<file path="config.mk">
export PLATFORM = sky130hd
export DESIGN_NAME = fe_capture_packer
export DESIGN_NICKNAME = d
export VERILOG_FILES = /design/src/rtl/defines_pw.sv /design/src/rtl/fe_packer_arb.sv /design/src/rtl/fe_capture_packer.sv
export SDC_FILE = /design/constraint.sdc
export NUM_CORES = 1
export LEC_CHECK = 0
export CAP_MARGIN = 20
export CORE_ASPECT_RATIO = 1.75
export CORE_UTILIZATION = 38
export CTS_BUF_LIST = sky130_fd_sc_hd__clkbuf_8 sky130_fd_sc_hd__clkbuf_16
export DETAILED_ROUTE_END_ITERATION = 16
export PLACE_DENSITY = 0.68
export SLEW_MARGIN = 20
export SYNTH_ARGS = -nofsm -noshare
export SYNTH_HDL_FRONTEND = slang
export SYNTH_SLANG_ARGS = --single-unit
</file>
<file path="constraint.sdc">
create_clock -name fe_clk -period 1.9 [get_ports fe_clk]
set_input_delay 0.19 -clock fe_clk [delete_from_list [all_inputs] [get_ports fe_clk]]
set_output_delay 0.19 -clock fe_clk [all_outputs]
set_load 0.005 [all_outputs]
</file>
<file path="src/rtl/defines_pw.sv">
// -----------------------------------------------------------------------------
// defines_pw
// Shared definitions for the front-end capture packer:
//   state_t   - capture FSM states (also visible on the debug state port)
//   cmd_t     - 2-bit command field of the 18-bit capture word
//   pack_word - builds {cmd[17:16], delta[15:8], payload[7:0]}
// -----------------------------------------------------------------------------
package defines_pw;

    typedef enum logic [1:0] {
        ST_IDLE    = 2'd0,
        ST_ARMED   = 2'd1,
        ST_CAPTURE = 2'd2,
        ST_DONE    = 2'd3
    } state_t;

    typedef enum logic [1:0] {
        CMD_DATA = 2'b00,
        CMD_TIME = 2'b01,
        CMD_STAT = 2'b10,
        CMD_RSVD = 2'b11
    } cmd_t;

    localparam logic [7:0] DELTA_MAX = 8'hFF;

    function automatic logic [17:0] pack_word(input cmd_t       cmd,
                                              input logic [7:0] delta,
                                              input logic [7:0] payload);
        return {cmd, delta, payload};
    endfunction

endpackage

</file>
<file path="src/rtl/fe_packer_arb.sv">
// -----------------------------------------------------------------------------
// fe_packer_arb
// Chooses the single word (if any) formed in a capture cycle and owns the
// line-status reference plus the one-deep pending STAT register.
//   fe_clk, reset_i  : clock, synchronous active-high reset
//   start_i          : capture entry; loads stat reference, clears pending
//   active_i         : capture cycle in which a word may be formed
//   data_valid_i/data_i : front-end byte strobe
//   stat_i           : front-end line status
//   delta_i          : current delta counter value
//   word_valid_o/word_o : combinational word formed this cycle
// Priority: DATA > STAT (fresh change or pending) > TIME.
// -----------------------------------------------------------------------------
module fe_packer_arb (
    input  logic        fe_clk,
    input  logic        reset_i,
    input  logic        start_i,
    input  logic        active_i,
    input  logic        data_valid_i,
    input  logic [7:0]  data_i,
    input  logic [7:0]  stat_i,
    input  logic [7:0]  delta_i,
    output logic        word_valid_o,
    output logic [17:0] word_o
);
    import defines_pw::*;

    logic [7:0] ref_q, ref_d;
    logic       pend_q, pend_d;
    logic [7:0] pend_val_q, pend_val_d;

    logic       stat_change;
    logic       stat_cand_v;
    logic [7:0] stat_cand;

    always_comb begin
        // A fresh status change supersedes an older pending one: only the
        // newest line status is ever reported.
        stat_change  = (stat_i != ref_q);
        stat_cand_v  = stat_change || pend_q;
        stat_cand    = stat_change ? stat_i : pend_val_q;

        word_valid_o = 1'b0;
        word_o       = '0;
        ref_d        = ref_q;
        pend_d       = pend_q;
        pend_val_d   = pend_val_q;

        if (start_i) begin
            ref_d      = stat_i;
            pend_d     = 1'b0;
            pend_val_d = '0;
        end else if (active_i) begin
            ref_d = stat_i;
            if (data_valid_i) begin
                word_valid_o = 1'b1;
                word_o       = pack_word(CMD_DATA, delta_i, data_i);
                pend_d       = stat_cand_v;
                pend_val_d   = stat_cand;
            end else if (stat_cand_v) begin
                word_valid_o = 1'b1;
                word_o       = pack_word(CMD_STAT, delta_i, stat_cand);
                pend_d       = 1'b0;
            end else if (delta_i == DELTA_MAX) begin
                word_valid_o = 1'b1;
                word_o       = pack_word(CMD_TIME, DELTA_MAX, 8'h00);
            end
        end
    end

    always_ff @(posedge fe_clk) begin
        if (reset_i) begin
            ref_q      <= '0;
            pend_q     <= 1'b0;
            pend_val_q <= '0;
        end else begin
            ref_q      <= ref_d;
            pend_q     <= pend_d;
            pend_val_q <= pend_val_d;
        end
    end

endmodule

</file>
<file path="src/rtl/fe_capture_packer.sv">
// -----------------------------------------------------------------------------
// fe_capture_packer
// Packs front-end bytes, line-status changes and idle timestamps into 18-bit
// words {cmd, delta, payload} for a capture FIFO.
// Ports:
//   fe_clk, reset_i          : clock, synchronous active-high reset
//   I_arm, I_trigger, I_abort: capture control (arm pulse, trigger level,
//                              abort pulse)
//   I_max_words              : stored-word limit, 0 = unlimited
//   I_data_valid, I_data     : front-end byte strobe
//   I_stat                   : front-end line status
//   I_fifo_full              : capture FIFO full
//   O_data, O_wr             : FIFO write port
//   O_capture_done           : high while in DONE
//   O_drop_sticky            : a word was dropped since the last accepted arm
//   O_dbg_state              : current FSM state (state_t encoding)
//
// Write handshake: O_wr is a registered one-cycle strobe qualifying O_data.
// A word formed in cycle t is written in cycle t+1 only if I_fifo_full was
// low in cycle t; otherwise it is dropped (sticky flag set, not counted).
// The FIFO full flag is therefore expected to leave room for one write.
// -----------------------------------------------------------------------------
module fe_capture_packer #(
    parameter int pCOUNT_WIDTH = 20
) (
    input  logic                    fe_clk,
    input  logic                    reset_i,
    input  logic                    I_arm,
    input  logic                    I_trigger,
    input  logic                    I_abort,
    input  logic [pCOUNT_WIDTH-1:0] I_max_words,
    input  logic                    I_data_valid,
    input  logic [7:0]              I_data,
    input  logic [7:0]              I_stat,
    input  logic                    I_fifo_full,
    output logic [17:0]             O_data,
    output logic                    O_wr,
    output logic                    O_capture_done,
    output logic                    O_drop_sticky,
    output logic [1:0]              O_dbg_state
);
    import defines_pw::*;

    localparam logic [pCOUNT_WIDTH-1:0] CNT_ONE = 1;

    state_t                  state_q, state_d;
    logic [7:0]              delta_q, delta_d;
    logic [pCOUNT_WIDTH-1:0] count_q, count_d;
    logic                    wr_q, wr_d;
    logic [17:0]             data_q, data_d;
    logic                    sticky_q, sticky_d;

    logic        arm_accept;
    logic        start;
    logic        in_cap;
    logic        limit_hit;
    logic        active;
    logic        arb_valid;
    logic [17:0] arb_word;
    logic        store;
    logic        drop;

    assign in_cap    = (state_q == ST_CAPTURE);
    assign start     = (state_q == ST_ARMED) && I_trigger && !I_abort;
    // Limit reached: the cycle after the last stored word leaves CAPTURE and
    // forms no further words.
    assign limit_hit = in_cap && (I_max_words != '0) && (count_q == I_max_words);
    // The abort cycle forms no new word; a word already registered still goes out.
    assign active    = in_cap && !I_abort && !limit_hit;

    fe_packer_arb u_arb (
        .fe_clk       (fe_clk),
        .reset_i      (reset_i),
        .start_i      (start),
        .active_i     (active),
        .data_valid_i (I_data_valid),
        .data_i       (I_data),
        .stat_i       (I_stat),
        .delta_i      (delta_q),
        .word_valid_o (arb_valid),
        .word_o       (arb_word)
    );

    // FSM next state
    always_comb begin
        state_d    = state_q;
        arm_accept = 1'b0;
        case (state_q)
            ST_IDLE: begin
                if (!I_abort && I_arm) begin
                    state_d    = ST_ARMED;
                    arm_accept = 1'b1;
                end
            end
            ST_ARMED: begin
                if (I_abort) begin
                    state_d = ST_IDLE;
                end else if (I_trigger) begin
                    state_d = ST_CAPTURE;
                end
            end
            ST_CAPTURE: begin
                if (I_abort || limit_hit) begin
                    state_d = ST_DONE;
                end
            end
            ST_DONE: begin
                if (I_arm) begin
                    state_d    = ST_ARMED;
                    arm_accept = 1'b1;
                end
            end
            default: state_d = ST_IDLE;
        endcase
    end

    // Datapath next state
    always_comb begin
        store    = arb_valid && !I_fifo_full;
        drop     = arb_valid && I_fifo_full;

        delta_d  = delta_q;
        count_d  = count_q;
        wr_d     = store;
        data_d   = store ? arb_word : data_q;
        sticky_d = sticky_q;

        if (start) begin
            delta_d = '0;
            count_d = '0;
        end else if (active) begin
            // Any formed word restarts delta, including a dropped one.
            delta_d = arb_valid ? 8'd0 : delta_q + 8'd1;
            if (store) begin
                count_d = count_q + CNT_ONE;
            end
        end

        if (arm_accept) begin
            sticky_d = 1'b0;
        end else if (drop) begin
            sticky_d = 1'b1;
        end
    end

    always_ff @(posedge fe_clk) begin
        if (reset_i) begin
            state_q  <= ST_IDLE;
            delta_q  <= '0;
            count_q  <= '0;
            wr_q     <= 1'b0;
            data_q   <= '0;
            sticky_q <= 1'b0;
        end else begin
            state_q  <= state_d;
            delta_q  <= delta_d;
            count_q  <= count_d;
            wr_q     <= wr_d;
            data_q   <= data_d;
            sticky_q <= sticky_d;
        end
    end

    assign O_wr           = wr_q;
    assign O_data         = data_q;
    assign O_capture_done = (state_q == ST_DONE);
    assign O_drop_sticky  = sticky_q;
    assign O_dbg_state    = state_q;

endmodule

</file>
* Word-level counts from Yosys, hierarchy flattened
Cells that the tools add are included.
** Operators by class
- Add/subtract/negate cells :: 2
- Eq/ne operators :: 10
- Multiplexer cells :: 25
- Reductions and logical operators :: 24
** Operator list (number)
- 2-to-1 mux 18 bit :: 4
- 2-to-1 mux 8 bit :: 4
- adder 20 x 1 -> 20 bit (second input constant) :: 1
- equality test 20 bit :: 1
- nonzero test 20 bit :: 1
- 2-to-1 mux 17 bit :: 1
- 2-to-1 mux 2 bit :: 5
- logical AND 1 bit :: 9
- 2-to-1 mux 1 bit :: 9
- adder 8 x 1 -> 8 bit (second input constant) :: 1
- equality test 8 bit (second input constant) :: 1
- inequality test 8 bit :: 1
- case mux 2 bit (4 select lines) :: 1
- AND reduction 2 bit :: 3
- equality test 2 bit (second input constant) :: 2
- inequality test 2 bit (second input constant) :: 2
- AND reduction 4 bit :: 1
- nonzero test 2 bit :: 2
- OR reduction 2 bit :: 2
- zero test 1 bit :: 3
- inequality test 3 bit (second input constant) :: 1
- equality test 2 x 1 -> 1 bit (second input constant) :: 1
- zero test 2 bit :: 1
- logical OR 1 bit :: 2
- other kinds (2) :: 2
** Word-level totals
- Bits in registers :: 67
- Input port bits :: 43
- Logic and storage cells :: 70

* Depth between registers and ports, before layout
- Depth after elaboration :: 9
- Mapped depth :: 10

* Cells and area by module
A second synthesis with hierarchy kept.
** Second synthesis, totals
- Cells, all modules :: 471
- Area total of the unflattened synthesis :: 3678.5 um^2
** By module, submodules not included
- fe_capture_packer :: times used 1, cells an instance 316, area each 2519.9 um^2, seq. area each 1001.0 um^2
- fe_packer_arb :: times used 1, cells an instance 155, area each 1158.6 um^2, seq. area each 340.3 um^2

* Least setup slack after synthesis
Ideal clock, no wire load.
- Kind :: reg2reg
- Start point :: register state_q[1], in the netlist O_dbg_state[1]
- End point :: register count_q[3]
- Library setup time :: 0.070 ns
- Arrival :: 2.121 ns
- Path slack :: -0.291 ns
- Cell stages (with the launch flop) :: 10
- Clock period less this slack :: 2.191 ns
- Cell sequence :: dfxtp_1 > inv_1 > ha_1 > nor2b_1 > and2_1 > clkbuf_1 > or3_1 > clkbuf_2 > or4_1 > a21oi_1
** Between the ends
- Cells in the longest elaborated chain, start to end :: 9
- Elaborated cells on any way between the ends :: 14
- Those cells by class :: 2 x eq/ne; 2 x mux; 10 x reduce/logical
** RTL lines
- from (decl) :: RTL line fe_capture_packer.sv:46 : state_t state_q, state_d;
- from (signal assigned) :: RTL line fe_capture_packer.sv:155 : state_q <= state_d;
- equality test 2 bit :: RTL line fe_capture_packer.sv:63 : assign in_cap = (state_q == ST_CAPTURE);
- logical AND 1 bit (2 in a row) :: RTL line fe_capture_packer.sv:67 : assign limit_hit = in_cap && (I_max_words != '0) && (count_q == I_max_words);
- zero test 1 bit :: RTL line fe_capture_packer.sv:69 : assign active = in_cap && !I_abort && !limit_hit;
- logical AND 1 bit :: RTL line fe_capture_packer.sv:69
- 2-to-1 mux 1 bit :: RTL line fe_packer_arb.sv:53 : end else if (active_i) begin
- 2-to-1 mux 1 bit :: RTL line fe_packer_arb.sv:49 : if (start_i) begin
- logical AND 1 bit :: RTL line fe_capture_packer.sv:119 : store = arb_valid && !I_fifo_full;
- AND reduction 2 bit (no source line)
- to (signal assigned) :: RTL line fe_capture_packer.sv:157 : count_q <= count_d;
- to (decl) :: RTL line fe_capture_packer.sv:48 : logic [pCOUNT_WIDTH-1:0] count_q, count_d;
Several ways; a longest one is shown, not always the timed one.
A chain may end at the register's enable or synchronous reset.

* Worst setup path after layout
- Start point :: register count_q[11]
- End point :: register data_q[15], in the netlist O_data[15]
** Between the ends
- Cells in the longest elaborated chain, start to end :: 7
- Elaborated cells on any way between the ends :: 9
- Those cells by class :: 1 x eq/ne; 4 x mux; 4 x reduce/logical
** RTL lines
- equality test 20 bit * :: RTL line fe_capture_packer.sv:67
- logical AND 1 bit * :: RTL line fe_capture_packer.sv:67
- zero test 1 bit * :: RTL line fe_capture_packer.sv:69
- logical AND 1 bit * :: RTL line fe_capture_packer.sv:69
- 2-to-1 mux 1 bit :: RTL line fe_packer_arb.sv:53
- 2-to-1 mux 1 bit :: RTL line fe_packer_arb.sv:49
- logical AND 1 bit :: RTL line fe_capture_packer.sv:119
- to (signal assigned) :: RTL line fe_capture_packer.sv:159 : data_q <= data_d;
- to (decl) :: RTL line fe_capture_packer.sv:50 : logic [17:0] data_q, data_d;
Every way passes the cells marked *; elsewhere a longest branch is shown, timed or not.

==> out/results.tsv <==
stage	metric	value	unit
synth	ys_types	49	
clocking	clk_latency	0.34	ns
sta	worst_clock_skew_on_the_final_layout	0.00659	ns
synth	ys_top_cells_by_area	dfxtp_1 36%, xnor2_1 6.5%, a21oi_1 5.9%	
layout	final_layout_size_suffix_gt1_share	42.3	%
detailed_routing	route.vias.total	4443	
sta	tightest_slew	0.474	ns
placement	detailed_place_hpwl	9320	um
power	peakVddDrop	0.450	mV
critical_path	crit_type	flop to flop	
layout	diodes	0	
synth	synth_largest_area_cell	dfxtp_1	
detailed_routing	drcViolationCount	0	
clocking	cts.clk_slew.worst_paths	0.05	ns
critical_path	timing.rr.start	count_q[11]	
clocking	tritoncts_num_sinks	67	
power	power_density_normalized_to_cell_area	580	nW/um^2
critical_path	critPathMostFrequentCell	buf_12	
hold_path	hp-start	I_stat[6]	
hold_path	timing.hold.worst_endpoint	u_arb.pend_val_q[6]	
outcome	outcome	finished with violations	
die	fp.dieH	134	um
sta	worst_case_headroom_to_the_max_slew_limit	68.4	%
synth	synth_top_cell_area_share	35.7	%
placement	port_buffers	65	
critical_path	sequence_of_cells_on_the_critical_path	xnor2_1, nand3_1, or4_4, o21ai_4, buf_12, buf_12, nor2_4, a211oi_2	
synth	post_synth_edffs	0	
clocking	cts_tree	yes	
layout	nets	673	
sta	timing.final.hold_violations	0	
detailed_routing	detail_route.wl_per_cell	19.1	um
synth	yosys_warning_total	0	
placement	place.gp.congestion	0.860	
sta	max_clock_freq	0.459	GHz
synth	synthCells	458	
critical_path	critical_path.slowest_cell	or4_4	
critical_path	timing.critical_path.slowest_cell_delay	0.57	ns
detailed_routing	drtAntennaViolNets	0	
sta	period_needed	2.18	ns
sta	post-route-worst-setup-slack	-0.280	ns
critical_path	r2r_setup_slk	-0.28	ns
clocking	cts_inserted_buffers	9	
global_route	overflow_left_after_global_routing	0	
die	die_x	77.2	um
die	fp-row-count	47	
global_route	grt_max_degree	33	
global_route	grtUsageTotal	26.9	%
synth	netlist_area	3760	sq um
critical_path	cp.buffers_inverters	2	
detailed_routing	detail_route.vias_per_cell	5.94	
power	power.static_leakage	2.40	nW
die	num_io_pins	66	
layout	area_growth_syn_to_layout	72.9	%
detailed_routing	drt_iter0_markers	232	
synth	syn_area_per_cell	8.20	sq um
synth	mappedNetlistNets	508	
sta	finalCritPeriodShare	115	%
sta	slew_violations	0	
clocking	ctsHtreeMaxLevel	3	
critical_path	worst_setup_start_kind	flop	
die	initial_core_util	39.4	%
critical_path	crit_required	2.15	ns
flow_run	cap_viol_max_count	0	
global_route	number_of_global_route_vias_before_repair	4535	
critical_path	ff2ff_path_depth	8	
placement	dp_worst_setup_slack	-0.665	ns
die	fp.dieArea	10300	sq um
sta	setup_viol	67	
die	core	9530	sq um
hold_path	whs_path_depth	3	
critical_path	worst_ep_arrival_time	2.43	ns
synth	synth-async-reset-ratio	0	%
critical_path	capturing_point_of_the_worst_reg2reg_path	O_data[15]	
sta	rsz_0062_raised_after_global_routing	yes	
synth	postSynthRegisterBits	67	
critical_path	timing.critical_path.max_delay_family	simple AND/OR/NAND/NOR gates	
clocking	cts.root.buffer_cell	clkbuf_16	
outcome	failed_checks	setup timing	
global_route	number_of_antenna_violations_at_the_first_check_in_global_routing	0	
clocking	clock_tree.buffer_depth	2	
detailed_routing	firstDrtPassIters	5	
synth	synth.yosys.seq_area_share	35.7	%
hold_path	hold_path_class	primary input to flop	
critical_path	worst-path-max-fanout	7	
critical_path	cp_capture_type	flop	
synth	synth_flop_cell	dfxtp_1	
sta	setup-tns-final	-13.54	ns
detailed_routing	detail_route.wirelength	14300	um
global_route	wire_length_of_the_first_global_routing_pass	21800	um
==> layer usage <==
layer	wire length, um	up-vias	track usage [%]
met2	8040	150	50.1
li1	-	2047	-
met1	5090	2205	27.5
met3	599	41	5.07
met5	0	-	0
met4	558	0	14.8
==> synth_stat cells, drive strengths merged, types with 3 or more instances <==
master,n
nor4,9
nor2b,18
clkbuf,20
nor2,20
ha,7
inv,10
mux2i,3
nand4,18
nand2,32
and4,3
a21oi,44
and2,4
a311oi,8
buf,12
o32ai,9
a211oi,9
or3,12
xnor2,28
and3,9
or4,11
a32o,4
nand3,34
nor3,9
o31ai,10
dfxtp,67
o21ai,34
==> repair_timing <==
action                     in CTS  in global routing
resized for setup              97                 88
buffers inserted                5                  7
hold buffers                    0                  0
hold endpoints to repair        0                  0
setup endpoints to repair      67                 67
cloned                          3                  2
pin swaps                      46                 38
==> state kept, by name, summed over array words and instances (netlist names) <==
| signal | count |
|---|---|
| O_dbg_state | 2 |
| O_data | 18 |
| u_arb.pend_val_q | 8 |
| u_arb.ref_q | 8 |
| O_drop_sticky | 1 |
| delta_q | 8 |
| O_wr | 1 |
| u_arb.pend_q | 1 |
| count_q | 20 |
==> how the worst max path moves through the flow <==
stage / slack [ns] / cells past startpoint / from / endpoint
final: -0.28 / 8 / count_q[11] / O_data[15]
after global routing: -0.33 / 8 / count_q[8] / O_data[15]
after CTS: -0.22 / 8 / count_q[17] / count_q[17]
after detailed placement: -0.67 / 9 / I_max_words[7] / count_q[7]
after global placement: -0.61 / 9 / I_max_words[15] / delta_q[0]
after floorplan: -0.12 / 9 / O_dbg_state[1] / count_q[3]
==> report_power, final <==
group	internal (W)	total (W)	switching (W)	leakage, nW
sequential	0.00142	0.00143	0.0000134	0.546
combinational	0.000264	0.000539	0.000275	1.69
clock	0.00120	0.00180	0.000599	0.159
total	0.00288	0.00377	0.000887	2.40
==> cell usage in the layout, fill, tap and decap left out, types with 6 or more instances in the layout <==
| cell | netlist | layout |
|---|---|---|
| a21oi_1 | 44 | 25 |
| dlymetal6s2s_1 | 0 | 9 |
| a311oi_2 | 0 | 6 |
| o21ai_0 | 33 | 7 |
| nor3_1 | 8 | 7 |
| dfxtp_2 | 0 | 9 |
| nand3_2 | 2 | 7 |
| xnor2_1 | 28 | 19 |
| buf_4 | 2 | 103 |
| and3_1 | 9 | 8 |
| a211oi_2 | 2 | 9 |
| nor4_2 | 1 | 7 |
| o32ai_2 | 0 | 6 |
| nor2b_1 | 18 | 16 |
| nand2_1 | 32 | 30 |
| clkdlybuf4s50_1 | 0 | 39 |
| dlygate4sd2_1 | 0 | 15 |
| or3_1 | 12 | 9 |
| o21ai_2 | 1 | 13 |
| xnor2_2 | 0 | 7 |
| buf_12 | 0 | 9 |
| inv_1 | 10 | 9 |
| a21oi_2 | 0 | 19 |
| nor2_1 | 19 | 17 |
| dfxtp_1 | 67 | 56 |
| nand3_1 | 32 | 23 |
| o31ai_1 | 9 | 8 |
| nand4_1 | 18 | 18 |
| clkbuf_16 | 0 | 11 |
| or4_4 | 0 | 7 |
| o21ai_1 | 0 | 12 |
==> cell families (layout without fill, tap and decap cells) <==
kind of cell | count (synthesis) | after routing | share of synthesized area (%)
mux | 4 | 4 | 1.10
simple gates | 184 | 185 | 27.2
buf+inv | 42 | 209 | 5.43
xor+xnor | 28 | 28 | 6.53
compound gates | 126 | 126 | 21.7
fa+ha+maj | 7 | 7 | 2.33
flops | 67 | 67 | 35.7
==> per-stage QoR <==
| step | util, % | hold slack (ns) | total power (W) | cell area [sq um] | cells |
|---|---|---|---|---|---|
| final | 68.2 | 0.239 | 0.00377 | 6490 | 748 |
| after global routing | 68.2 | 0.249 | 0.00389 | 6490 | 748 |
| after CTS | 63.6 | 0.467 | 0.00374 | 6060 | 740 |
| after detailed placement | 56.0 | 0.464 | 0.00192 | 5340 | 718 |
| after global placement | 56.0 | 0.457 | 0.00191 | 5340 | 718 |
| after floorplan | - | 0.338 | 0.00166 | 3850 | 458 |
==> tightest hold or removal path: cells and delay by family <==
family	cells	cell delay, ns
simple gates	1	0.09
buf+inv	1	0.17
compound gates	1	0.07
==> final cells by class <==
type	instances	area, sq um
flip-flops and latches	67	1360
fillers	707	3030
multi-input cells	350	2880
inverters	10	37.5
clock buffers	11	253
clock inverters	3	63.8
repair buffers	185	1740
well taps	122	153
No activity file was read; power rests on OpenSTA's default activity.
